[src/rtl/calc_result_tx_if.sv]
// Byte-stream valid/ready link from the result transmitter
// to the I2C read-data shifter.
interface calc_result_tx_if;
   logic [7:0] tx_data;
   logic       tx_valid;
   logic       tx_ready;
   logic       tx_last;

   modport master (
      output tx_data, tx_valid, tx_last,
      input  tx_ready
   );

   modport slave (
      input  tx_data, tx_valid, tx_last,
      output tx_ready
   );
endinterface

[src/rtl/calc_result_tx.sv]
// Streams the significant bytes of a captured calculator result.
// Define CALC_RESULT_TX_CRC_EN to append a CRC-8 (poly 0x07) byte.
module calc_result_tx #(
   parameter bit MSB_FIRST = 1'b1,
   parameter bit FIXED_LEN = 1'b0
) (
   input  logic                  clk,
   input  logic                  rst_n,
   input  logic                  start,
   input  logic [1:0]            operation,
   input  logic [63:0]           result,
   input  logic                  abort,
   calc_result_tx_if.master      tx,
   output logic                  busy,
   output logic                  done
);

   typedef enum logic [1:0] {IDLE, SEND, DONE} state_t;

   state_t      state;
   logic [63:0] shadow;
   logic [1:0]  op_q;
   logic [3:0]  cnt;
   logic [3:0]  nxt;
   logic [3:0]  n_q;
   logic [3:0]  last_idx;

   function automatic logic [3:0] frame_len(input logic [1:0] op);
      logic [3:0] n;
      n = 4'd5;
      if (FIXED_LEN) n = 4'd8;
      else if (op == 2'b10) n = 4'd8;
      else if (op == 2'b11) n = 4'd4;
      return n;
   endfunction

   function automatic logic [7:0] pick(
      input logic [63:0] r,
      input logic [3:0]  n,
      input logic [3:0]  k
   );
      logic [3:0]  idx;
      logic [63:0] s;
      idx = MSB_FIRST ? (n - 4'd1 - k) : k;
      s   = r >> {idx[2:0], 3'b000};
      return s[7:0];
   endfunction

   assign nxt = cnt + 4'd1;
   assign n_q = frame_len(op_q);

`ifdef CALC_RESULT_TX_CRC_EN
   logic [7:0] crc;
   logic [7:0] crc_next;

   function automatic logic [7:0] crc8_step(
      input logic [7:0] c,
      input logic [7:0] d
   );
      logic [7:0] x;
      x = c ^ d;
      for (int i = 0; i < 8; i++)
         x = x[7] ? ((x << 1) ^ 8'h07) : (x << 1);
      return x;
   endfunction

   assign crc_next = crc8_step(crc, tx.tx_data);
   assign last_idx = n_q;
`else
   assign last_idx = n_q - 4'd1;
`endif

   always_ff @(posedge clk or negedge rst_n) begin
      if (!rst_n) begin
         state       <= IDLE;
         shadow      <= '0;
         op_q        <= '0;
         cnt         <= '0;
         tx.tx_data  <= '0;
         tx.tx_valid <= 1'b0;
         tx.tx_last  <= 1'b0;
         busy        <= 1'b0;
         done        <= 1'b0;
`ifdef CALC_RESULT_TX_CRC_EN
         crc         <= '0;
`endif
      end else if (abort) begin
         // abort beats start and the final handshake alike
         state       <= IDLE;
         tx.tx_valid <= 1'b0;
         tx.tx_last  <= 1'b0;
         busy        <= 1'b0;
         done        <= 1'b0;
`ifdef CALC_RESULT_TX_CRC_EN
         crc         <= '0;
`endif
      end else begin
         case (state)
            IDLE: begin
               done <= 1'b0;
               if (start) begin
                  shadow      <= result;
                  op_q        <= operation;
                  cnt         <= '0;
                  tx.tx_data  <= pick(result, frame_len(operation), 4'd0);
                  tx.tx_valid <= 1'b1;
                  tx.tx_last  <= 1'b0;
                  busy        <= 1'b1;
                  state       <= SEND;
`ifdef CALC_RESULT_TX_CRC_EN
                  crc         <= '0;
`endif
               end
            end
            SEND: begin
               if (tx.tx_ready) begin
                  if (cnt == last_idx) begin
                     tx.tx_valid <= 1'b0;
                     tx.tx_last  <= 1'b0;
                     busy        <= 1'b0;
                     done        <= 1'b1;
                     state       <= DONE;
                  end else begin
                     cnt <= nxt;
`ifdef CALC_RESULT_TX_CRC_EN
                     crc <= crc_next;
                     if (nxt == n_q) begin
                        tx.tx_data <= crc_next;
                        tx.tx_last <= 1'b1;
                     end else begin
                        tx.tx_data <= pick(shadow, n_q, nxt);
                        tx.tx_last <= 1'b0;
                     end
`else
                     tx.tx_data <= pick(shadow, n_q, nxt);
                     tx.tx_last <= (nxt == last_idx);
`endif
                  end
               end
            end
            DONE: begin
               done  <= 1'b0;
               state <= IDLE;
            end
            default: state <= IDLE;
         endcase
      end
   end

endmodule

[src/flat_wrapper.sv]
// flat-port wrapper written by rule: the top's interface ports become plain ports
module calc_result_tx_flat 
#(
   parameter bit MSB_FIRST = 1'b1,
   parameter bit FIXED_LEN = 1'b0
)
  (clk, rst_n, start, operation, result, abort, busy, done, tx_tx_data, tx_tx_valid, tx_tx_last, tx_tx_ready);
  calc_result_tx_if tx_i ();
  input  logic clk;
  input  logic rst_n;
  input  logic start;
  input  logic [1:0] operation;
  input  logic [63:0] result;
  input  logic abort;
  output logic busy;
  output logic done;
  output wire logic [$bits(tx_i.tx_data)-1:0] tx_tx_data;
  output wire logic [$bits(tx_i.tx_valid)-1:0] tx_tx_valid;
  output wire logic [$bits(tx_i.tx_last)-1:0] tx_tx_last;
  input wire logic [$bits(tx_i.tx_ready)-1:0] tx_tx_ready;
  assign tx_tx_data = tx_i.tx_data;
  assign tx_tx_valid = tx_i.tx_valid;
  assign tx_tx_last = tx_i.tx_last;
  assign tx_i.tx_ready = tx_tx_ready;
  calc_result_tx #(.MSB_FIRST(MSB_FIRST), .FIXED_LEN(FIXED_LEN)) u_core (.clk(clk), .rst_n(rst_n), .start(start), .operation(operation), .result(result), .abort(abort), .tx(tx_i), .busy(busy), .done(done));
endmodule
[config.mk]
export PLATFORM = sky130hd
export DESIGN_NAME = calc_result_tx_flat
export DESIGN_NICKNAME = d
export VERILOG_FILES = /design/src/rtl/calc_result_tx_if.sv /design/src/rtl/calc_result_tx.sv /design/src/flat_wrapper.sv
export SDC_FILE = /design/constraint.sdc
export NUM_CORES = 1
export LEC_CHECK = 0
export ABC_AREA = 1
export CAP_MARGIN = 20
export CORE_MARGIN = 8
export CORE_UTILIZATION = 52
export DETAILED_ROUTE_END_ITERATION = 8
export HOLD_SLACK_MARGIN = 0.15
export PLACE_DENSITY = 0.85
export SETUP_SLACK_MARGIN = 0.1
export SYNTH_ARGS = -nofsm -noshare
export SYNTH_HDL_FRONTEND = slang
export SYNTH_SLANG_ARGS = --single-unit
export TNS_END_PERCENT = 10
[constraint.sdc]
create_clock -name clk -period 2.5 [get_ports clk]
set_input_delay 0.5 -clock clk [delete_from_list [all_inputs] [get_ports clk]]
set_output_delay 0.5 -clock clk [all_outputs]
set_load 0.01 [all_outputs]
---- Word-level counts from Yosys, hierarchy flattened ----
Cells that the tools add are included.
cells by class
  add/sub/neg operators ................... 4
  multiply operators ...................... 0
  div/mod/pow operators ................... 0
  order comparisons ....................... 0
  equal/unequal tests ..................... 14
  shift operators ......................... 2
  muxes and demuxes ....................... 34
  bitwise operators ....................... 1
  reductions and logical operators ........ 11
operator list
  cell                   count
  $shr A64 B6 Y8         2
  $mux W8                3
  $mux W4                4
  $pmux W8 S2            1
  $mux W1                13
  $mux W3                4
  $reduce_and A3 Y1      4
  $eq A2 B2 Y1 const B   5
  $eq A4 B4 Y1           2
  $mux W2                4
  $pmux W4 S2            1
  $ne A2 B2 Y1 const B   3
  $ne A3 B3 Y1 const B   2
  $pmux W1 S2            3
  $reduce_bool A3 Y1     2
  $reduce_and A5 Y1      1
  $add A4 B1 Y4 const B  1
  $pmux W2 S2            1
  $reduce_and A4 Y1      1
  $sub A4 B1 Y4 const B  1
  $ne A3 B2 Y1 const B   1
  $sub A3 B1 Y3 const B  1
  $sub A3 B3 Y3          1
  $eq A2 B1 Y1 const B   1
  4 further kinds        4
storage, ports and cells
  bits in registers ....................... 83
  bits in latches ......................... 0
  memory bits (writable) .................. 0
  memory bits (read-only) ................. 0
  memories ................................ 0

---- Logic depth before layout (Yosys ltp) ----
Gate-level depths: netlist of run 1.
  depth after elaboration ................. 10
  mapped depth ............................ 13
  gate-level depth less buffers ........... 11

---- Worst setup path before layout of run 1 ----
OpenSTA, ideal clock, no wires.
  kind .................................... reg2reg
  start point ............................. register u_core.cnt[0]
  end point ............................... register u_core.tx.tx_data[2]
  arrival ................................. 1991 ps
  required time ........................... 2379 ps
  setup slack ............................. 388 ps
  stages on the path, launching flop included .. 13
  buffers on the path ..................... 2
  period minus slack after synthesis ...... 2112 ps
  cell sequence ........................... dfrtp_1 > ha_1 > inv_1 > fa_1 > buf_2 > inv_2 > buf_4 > nand3_1 > nand2_1 > inv_1 > nand3_1 > nand3_1 > a21oi_1
on the way
  longest elaborated chain between the ends .. 6
  elaborated cells between the ends (all ways) .. 9
  classes of those cells .................. add/sub (2); eq/ne (2); shift (1); mux (3); reduce/logical (1)
ends and longest elaborated chain
  element                 RTL line                 RTL
  start, declared         calc_result_tx.sv:23     logic [3:0] cnt;
  start signal, assigned  calc_result_tx.sv:124    cnt <= nxt;
  $add A4 B1 Y4           calc_result_tx.sv:49     assign nxt = cnt + 4'd1;
  $sub A3 B3 Y3           calc_result_tx.sv:44     idx = MSB_FIRST ? (n - 4'd1 - k) : k;
  $shr A64 B6 Y8          calc_result_tx.sv:45     s = r >> {idx[2:0], 3'b000};
  $mux W8                 calc_result_tx.sv:117    if (cnt == last_idx) begin
  $mux W8                 calc_result_tx.sv:116    if (tx.tx_ready) begin
  $pmux W8 S2             calc_result_tx.sv:98     case (state)
  end signal, assigned    calc_result_tx.sv:105    tx.tx_data <= pick(result, frame_len(operation), 4'd0);
  end signal, assigned    calc_result_tx.sv:135    tx.tx_data <= pick(shadow, n_q, nxt);
  end, declared           calc_result_tx_if.sv:10  output tx_data, tx_valid, tx_last,
Several ways; a longest one is shown, not always the timed one. The select of a mux whose other input is x is not followed.
A chain may end at the register's enable or synchronous reset.

---- Worst setup path after layout of run 1 ----
  start point ............................. register u_core.cnt[0]
  end point ............................... register u_core.tx.tx_data[4]
The elaborated chain is that of the path after synthesis.

==> impl_metrics.ini, run 1 <==
[timing]
fmax_mhz = 442
worst_pin_slew_ns = 0.485
setup_ws_ns = 0.238
skew_ns = 0.00858
fin_crit_sh_pct = 90.5
finalSetupViolations = 0
slew_viol_final = 0
finalHoldViolCount = 0
fin_tns_setup_ns = 0
max_slew_margin_pct = 67.6
rsz0062_at_grt = false
timing.final.crit_period_ns = 2.26

[placed_design]
pre_cts_slack_ns = 0.280
io_buffers = 82
gp_congestion = 0.958
hpwlAfterDp_mm = 8.83

[global_routing]
antenna_found_initial = 0
first_global_vias = 4214
grt_use_total_pct = 21.2
grt_pass1_wl_mm = 19.5
grt_max_degree = 79
grt-ovfl-total = 0

[critical_path]
crit_path_max_fanout = 14
r2r_start = u_core.cnt[0]
startpoint_type = register
end_kind = register
r2r_end = u_core.tx.tx_data[4]
critPathRequiredTime_ns = 2.79
setup.worst_path.class = register to register
worst-r2r-cell-count = 10
cp.arrival_ns = 2.55
r2r_slack_ns = 0.24

[yosys]
avgSynthCellArea_sq_um = 7.92
synth-seq-cells = 83
ys_seq_area_share_pct = 47.9
synth_warnings = 0
synth_cell_types = 26
syn_inst = 547
syn-num-nets = 622
netlist_area_sq_mm = 0.00433

[run_status]
status = completed

[clocking]
path_clk_slew_ns = 0.08
clk_latency_ns = 0.37
cts_max_level = 3
post_cts_buffers = 0
cts_buffer_depth = 2
cts_inserted_buffers = 9
cts_root_buf = clkbuf_8
cts.sinks = 83
cts_tree = built

[detailed_routing]
drc_errors = 0
wire_per_inst_um = 15.8
antenna_left = 0
routed_via_density = 5.45
drt-total-wl_mm = 11.6
drtPass1Iterations = 5
num_vias = 4009
dr.first_iter.drc_count = 294

[worst_hold_path]
hold_path_end = u_core.tx.tx_last
min_path_cells = 2
min_from = u_core.tx.tx_last
worst_hold_path_type = register to register

[pwr]
total_leakage_power_nw = 2.69
power.density_mw_per_mm2 = 993
peakVddDrop_uv = 496

[floorplanning]
die_x_um = 107
die_h_um = 107
dieArea_sq_mm = 0.0115
initial_core_util_pct = 53.3
coreArea_sq_mm = 0.00813
num_rows = 33
pin_count = 83

[layout]
layout_common_cells = 141 x nand2_1, 83 x dfrtp_1, 81 x clkdlybuf4s50_1
area_delta_synth_final_pct = 26.3
num_antenna_cells = 0
final_common_cell = nand2_1
n_fill_cell = 660
nNetsFinal = 700
drive_above_1_share_pct = 6.98

[run]
cap_viol_max_count = 0
-- critical path, stage by stage, from the launching register on --
cell	delay, ns
dfrtp_1	0.42
ha_1	0.30
inv_1	0.08
fa_2	0.65
buf_6	0.19
nand3_1	0.10
nand2_1	0.07
inv_1	0.04
nand3_1	0.08
nand3_1	0.10
a21oi_1	0.15
-- where the power goes --
group,internal (mW),switching (mW),total [mW]
registers,1.71,0.211,1.92
logic,1.01,1.52,2.54
clock network,0.488,0.493,0.981
total,3.21,2.23,5.43
-- timing repair --
action	CTS	global route
hold buffers	1	0
gates resized for setup	0	4
setup endpoints to repair	0	2
endpoints found under the hold margin	35	0
-- cells by family (layout without fill, tap and decap cells) --
logic type / after synthesis / after routing / share of synthesized area (%)
multiplexers: 25 / 25 / 6.50
XOR/XNOR: 2 / 2 / 0.404
adder cells (fa/ha/maj): 4 / 4 / 1.33
flip-flops: 83 / 83 / 47.9
AND/OR/NAND/NOR: 261 / 261 / 25.5
buffers and inverters: 103 / 186 / 9.73
AO/OA/AOI/OAI: 69 / 69 / 8.66
-- flip-flops by register name, summed over array words and instances (netlist names) --
register and flops:
u_core.tx.tx_valid 1, u_core.done 1, u_core.cnt 4, u_core.op_q 2
u_core.tx.tx_last 1, u_core.state 2, u_core.tx.tx_data 8, u_core.shadow 64
-- through the flow --
| stage | power (mW) | instances | instance area, sq um | hold slack (ns) | utilization (%) |
|---|---|---|---|---|---|
| finish | 5.43 | 735 | 5470 | 0.494 | 67.3 |
| global route | 5.83 | 735 | 5470 | 0.519 | 67.3 |
| CTS | 5.39 | 735 | 5460 | 0.492 | 67.2 |
| detailed placement | 4.40 | 718 | 5250 | 0.471 | 64.6 |
| global placement | 4.29 | 718 | 5250 | 0.467 | 64.6 |
| floorplan | 3.61 | 547 | 4330 | 0.204 | - |
-- synth_stat cells --
cell type,count,area share (%)
xor2_1,2,0.40
dfrtp_1,83,48
nand2_4,1,0.26
inv_1,71,6.1
buf_1,4,0.35
nor2_1,52,4.5
nand3_1,60,6.9
nand2_1,141,12
nand3_4,1,0.40
and2_1,1,0.14
nand3_2,2,0.46
mux2_2,2,0.52
nor2_2,2,0.29
o22ai_2,1,0.29
fa_1,1,0.46
ha_1,3,0.87
a21oi_1,43,5.0
o21ai_0,13,1.5
o21ai_1,3,0.35
buf_2,16,1.8
o211ai_1,9,1.6
nor2_4,1,0.26
mux2_1,23,6.0
buf_4,4,0.69
inv_2,6,0.52
clkbuf_1,2,0.17
-- how the worst max path moves through the flow --
stage	cells past startpoint	slack [ns]	start	to
finish	10	0.24	u_core.cnt[0]	u_core.tx.tx_data[4]
global route	10	0.1	u_core.cnt[1]	u_core.tx.tx_data[4]
floorplan	12	0.39	u_core.cnt[0]	u_core.tx.tx_data[2]
detailed placement	10	0.28	u_core.cnt[0]	u_core.tx.tx_data[4]
global placement	10	0.41	u_core.cnt[0]	u_core.tx.tx_data[0]
CTS	10	0.27	u_core.cnt[1]	u_core.tx.tx_data[4]
-- layout make-up --
class	count	area [sq um]	share of cell area (%)
Inverter	77	292	5.33
Multi-Input combinational cell	361	1840	33.6
Tap cell	105	131	2.40
Clock inverter	6	65.1	1.19
Timing Repair Buffer	93	932	17.0
Clock buffer	10	138	2.51
Sequential cell	83	2080	38.0
-- routing by layer --
metal / wire, um / global-route usage, % / vias to the layer above
met5: 0 / 0 / -
met2: 5630 / 35.6 / 187
met4: 405 / 10.6 / 0
met3: 921 / 5.27 / 33
li1: - / - / 1879
met1: 4660 / 24.7 / 1910
Power figures use the tool's default switching activity.
==> run 2: changes to the inputs <==
Settings changed: CORE_UTILIZATION 52 to 55, DONT_BUFFER_PORTS from default to 1, PLACE_DENSITY 0.85 to 0.75.
==> impl_metrics.ini, run 2 (synthesis results as in run 1) <==
[run_status]
status = complete, but fails checks
violations = negative hold slack

[worst_hold_path]
worst_hold_path_type = input pin to async pin

[detailed_routing]
dr.first_iter.drc_count = 246
num_vias = 3591
wire_per_inst_um = 16.9
routed_via_density = 5.55
drt-total-wl_mm = 10.9
drtPass1Iterations = 5
drc_errors = 0
antenna_left = 0

[critical_path]
crit_path_max_fanout = 12
critPathRequiredTime_ns = 2.73
startpoint_type = register
crit_cells = 10
crit_top_cell = nand2_1
cp.arrival_ns = 2.49
setup.worst_path.class = register to register
end_kind = register
path_buf_inv = 3
r2r_slack_ns = 0.24
slowest_delay_ns = 0.50
r2r_end = u_core.cnt[0]
r2r_start = u_core.op_q[1]
worst-r2r-cell-count = 10
crit_chain = inv_1 -> ha_1 -> inv_2 -> nand2_1 -> nor2_1 -> nand3_1 -> nand2_1 -> inv_2 -> nand2_1 -> o21ai_0
cpMaxStageDelayCell = dfrtp_1
crit_family = simple AND/OR/NAND/NOR gates

[timing]
slew_viol_final = 0
rsz0062_at_grt = false
hold_ws_ns = -0.179
fin_tns_setup_ns = 0
finalHoldViolCount = 83
fin_crit_sh_pct = 90.2
worst_pin_slew_ns = 0.480
max_slew_margin_pct = 67.9
fmax_mhz = 443
timing.final.crit_period_ns = 2.26
setup_ws_ns = 0.245
finalSetupViolations = 0
skew_ns = 0.0126

[layout]
reg_top3 = u_core.shadow (64), u_core.tx.tx_data (8), u_core.cnt (4)
num_antenna_cells = 0
stdcell_area_sq_mm = 0.00464
multiInputGateArea_sq_mm = 0.00184
nNetsFinal = 615
regMostFlops = u_core.shadow
largest_reg_flops = 64
area_delta_synth_final_pct = 7.10
n_fill_cell = 689
layout_common_cells = 141 x nand2_1, 83 x dfrtp_1, 71 x inv_1
final_common_cell = nand2_1
drive_above_1_share_pct = 7.34
seqCellArea_sq_mm = 0.00208

[global_routing]
grt_use_total_pct = 20.5
grt_pass1_wl_mm = 18.0
met1_usage_pct = 24.6
grt_busiest_layer = met2
antenna_found_initial = 0
use_met2_pct = 32.3
grtUsageMet3_pct = 7.13
first_global_vias = 3615
grt_max_degree = 84
grt-ovfl-total = 0

[clocking]
cts_buffer_depth = 2
post_cts_buffers = 0
cts_max_level = 3
cts_root_buf = clkbuf_8
cts.sinks = 83
path_clk_slew_ns = 0.09
cts_tree = built
clk_latency_ns = 0.36
cts_inserted_buffers = 9

[run]
cap_viol_max_count = 0

[pwr]
seq_power_share_pct = 36.5
total_leakage_power_nw = 2.37
peakVddDrop_uv = 613
p_clk_share_pct = 22.4
power.density_mw_per_mm2 = 1150
combPwrFrac_pct = 41.1
internal_power_mw = 3.19
p_sw_share_pct = 40.5
p_switching_mw = 2.17

[floorplanning]
dieArea_sq_mm = 0.0110
coreArea_sq_mm = 0.00769
initial_core_util_pct = 56.4
num_rows = 32
die_h_um = 105
pin_count = 83
die_x_um = 105

[placed_design]
gp_congestion = 0.865
dpl_cell_area_sq_mm = 0.00439
pre_cts_slack_ns = 0.311
hpwlAfterDp_mm = 7.92
io_buffers = 0
## run 2: stage by stage
stage / cells / util (%) / hold slack (ns) / total power [mW]
after floorplan: 547 / - / 0.204 / 3.61
after global placement: 631 / 57.1 / 0.209 / 4.07
after detailed placement: 631 / 57.1 / 0.209 / 4.14
after CTS: 647 / 60.4 / -0.183 / 5.34
after global routing: 647 / 60.4 / -0.198 / 5.78
final: 647 / 60.4 / -0.179 / 5.36
## run 2: routing by layer
layer	part of all wire (%)	wire length, um
met1	41	4440
met2	47	5130
met3	8.8	966
met4	3.7	410
met5	0	0
## run 2: power groups by stage
stage | sequential [mW] | clock (mW) | combinational, mW
global placement | 1.97 | 0 | 2.10
finish | 1.95 | 1.20 | 2.20
floorplan | 1.89 | 0 | 1.72
detailed placement | 1.98 | 0 | 2.16
global route | 2.00 | 1.27 | 2.51
CTS | 1.95 | 1.21 | 2.17
## run 2: area by class of cell
cell class / count / share of cell area [%]
Multi-Input combinational cell: 361 / 39.5
Clock buffer: 10 / 2.96
Tap cell: 102 / 2.75
Clock inverter: 6 / 2.43
Inverter: 77 / 6.28
Timing Repair Buffer: 8 / 1.29
Sequential cell: 83 / 44.7
## run 2: what timing repair did
item,CTS,global route
resized for setup,0,2
hold endpoints to repair,83,83
endpoints found under the setup margin,0,3
## run 2: how the worst max path moves through the flow
stage,start,end
floorplan,u_core.cnt[0],u_core.tx.tx_data[2]
global placement,u_core.op_q[1],u_core.cnt[0]
detailed placement,u_core.op_q[1],u_core.tx.tx_data[2]
CTS,u_core.op_q[1],u_core.tx.tx_data[5]
global route,u_core.op_q[1],u_core.tx.tx_data[5]
finish,u_core.op_q[1],u_core.cnt[0]
## run 2: worst reg2reg max path: cells and delay by family (launching register included)
kind            cells  cell delay, ns
compound gates      1            0.10
fa+ha+maj           1            0.33
buf+inv             3            0.42
flops               1            0.50
simple gates        5            0.78
==> RTL edit, RTL diff (flow settings as in run 2) <==
`MSB_FIRST` is set to 1'b1 in 2 places; all go to 1'b0.
--- a/src/rtl/calc_result_tx.sv
+++ b/src/rtl/calc_result_tx.sv
@@ -2,5 +2,5 @@
 // Define CALC_RESULT_TX_CRC_EN to append a CRC-8 (poly 0x07) byte.
 module calc_result_tx #(
-   parameter bit MSB_FIRST = 1'b1,
+   parameter bit MSB_FIRST = 1'b0,
    parameter bit FIXED_LEN = 1'b0
 ) (
--- a/src/flat_wrapper.sv
+++ b/src/flat_wrapper.sv
@@ -2,5 +2,5 @@
 module calc_result_tx_flat 
 #(
-   parameter bit MSB_FIRST = 1'b1,
+   parameter bit MSB_FIRST = 1'b0,
    parameter bit FIXED_LEN = 1'b0
 )
Formal check against the unedited RTL: not equivalent (a bounded check fails within 4 cycles, from zero or initial values and one cycle with rst_n low).
==> RTL edit against run 2 <==
  * Routed wire length down 13%
  * Critical path type unchanged
  * Worst setup slack improved by 0.41 ns
  * Sequential cell count stayed put
  * The flow still finishes with violations (hold timing)
  * Total power up 4.9%
  * Sequential share of layout area rose by 3.3 points
  * First-iteration DRC count shrank 6.1%
  * Via count decreased by 7.7%
  * Largest power group unchanged
  * Area after synthesis shrank 5.8%
  * Non-clock buffer count did not move
  * Cell count decreased by 2.6%
  * Die area decreased by 4.9%
  * Final area shrank 6.8%
==> RTL edit: results (changes against run 2) <==
* Critical path data arrival time at 2.09 ns (was 2.49 ns)
* First-pass GRT wire length at 16.15 mm (was 18.02 mm)
* Final hold viol count at 83 (unchanged)
* Leakage Power at 2.257 nW (was 2.366 nW)
* Total routing usage reported by global routing at 0.1969 (was 0.2049)
* Setup Slack @ Placement at 0.5976 ns (was 0.3106 ns)
* Xor-xnor portion of the synthesized cell area at 0.008277 (was 0.004042)
* Number of fillers in the final layout at 693 (was 689)
* Switching part of the total at 0.4251 (was 0.4048)
* Via count of the first global-routing pass at 3382 (was 3615)
* Largest fanout on the critical path at 14 (was 12)
* Outcome: complete, but fails checks (unchanged)
* Detailed router's first-iteration violation count at 231 (was 246)
* Cells taking the most area after synthesis: sky130_fd_sc_hd__dfrtp_1, sky130_fd_sc_hd__nand2_1, sky130_fd_sc_hd__nor2_1 (was sky130_fd_sc_hd__dfrtp_1, sky130_fd_sc_hd__nand2_1, sky130_fd_sc_hd__nand3_1)
* Worst voltage drop across the vdd grid at 636.1 uV (was 612.6 uV)
* Clock skew at 0.006601 ns (was 0.01263 ns)
* Most used standard cells in the synthesized netlist: sky130_fd_sc_hd__nand2_1, sky130_fd_sc_hd__dfrtp_1, sky130_fd_sc_hd__nor2_1 (was sky130_fd_sc_hd__nand2_1, sky130_fd_sc_hd__dfrtp_1, sky130_fd_sc_hd__inv_1)
* Worst-case register-to-register setup slack at 0.66 ns (was 0.24 ns)
* Via count normalized by instance count at 5.260 (was 5.550)
* Adder-Cell Fraction of Synth Area at 0.003066 (was 0.01328)
* Crit-path max cell delay at 0.42 ns (was 0.50 ns)
* Length of the first detailed-routing pass in iterations at 4 (was 5)
* Total Nets Final at 598 (was 615)
* Sequential cell area fraction in the yosys report at 0.5089 (was 0.4792)
* Layout cells sized above 1 at 0.06968 (was 0.07339)
* Violations in the final reports: hold timing (unchanged)
* Final hold slack at -0.1606 ns (was -0.1788 ns)
* Total wirelength of the detailed-routed design at 9.518 mm (was 10.94 mm)
* Post-synthesis cell type count at 27 (was 26)
[RTL edit: cell types whose count changed in the layout (fill, tap and decap cells not counted), sizes merged, moves of 2 or more]
cell           run 2  this run
o211ai             9         1
nand2            142       133
clkbuf            10        12
a21oi             43        58
nor2              55        85
ha                 3         1
inv               77        71
nand3             63        54
o21ai             16         7
mux2              25         8
bufinv             3         0
[RTL edit: area by class of cell]
cell class / count / area share
sequential: 83 / 0.4803
multi-input combinational: 352 / 0.3721
inverter: 72 / 0.06250
clock buffer: 12 / 0.03356
tap: 99 / 0.02865
timing repair buffer: 8 / 0.01678
clock inverter: 4 / 0.006076
[RTL edit: metal layers]
metal  track usage  part of all wire  vias to the layer above  routed length (um)
met5             0                 0                        -                   0
met4       0.06659             0.018                        0                 175
met3       0.06131             0.089                       18                 843
met2        0.3073              0.46                      109                4413
met1        0.2531              0.43                     1558                4086
li1              -                 -                     1629                   -
[RTL edit: path summary, 6_finish.rpt]
| path | cells after the start | end |
|---|---|---|
| hold reg to reg | 1 | u_core.shadow[44] |
| setup / recovery | 9 | u_core.tx.tx_data[0] |
| min in group clk | 1 | u_core.shadow[43] |
| hold / removal | 0 | u_core.shadow[16] |
| setup reg to reg | 9 | u_core.tx.tx_data[0] |
| max in group asynchronous | 0 | u_core.shadow[48] |
[RTL edit: power by group through the flow]
stage | sequential (W) | clock, W | combinational, W
after detailed placement | 0.00229 | 0 | 0.00248
after floorplan | 0.00220 | 0 | 0.00198
after global placement | 0.00226 | 0 | 0.00242
final | 0.00226 | 0.000861 | 0.00250
after CTS | 0.00226 | 0.000881 | 0.00250
after global routing | 0.00232 | 0.000932 | 0.00292
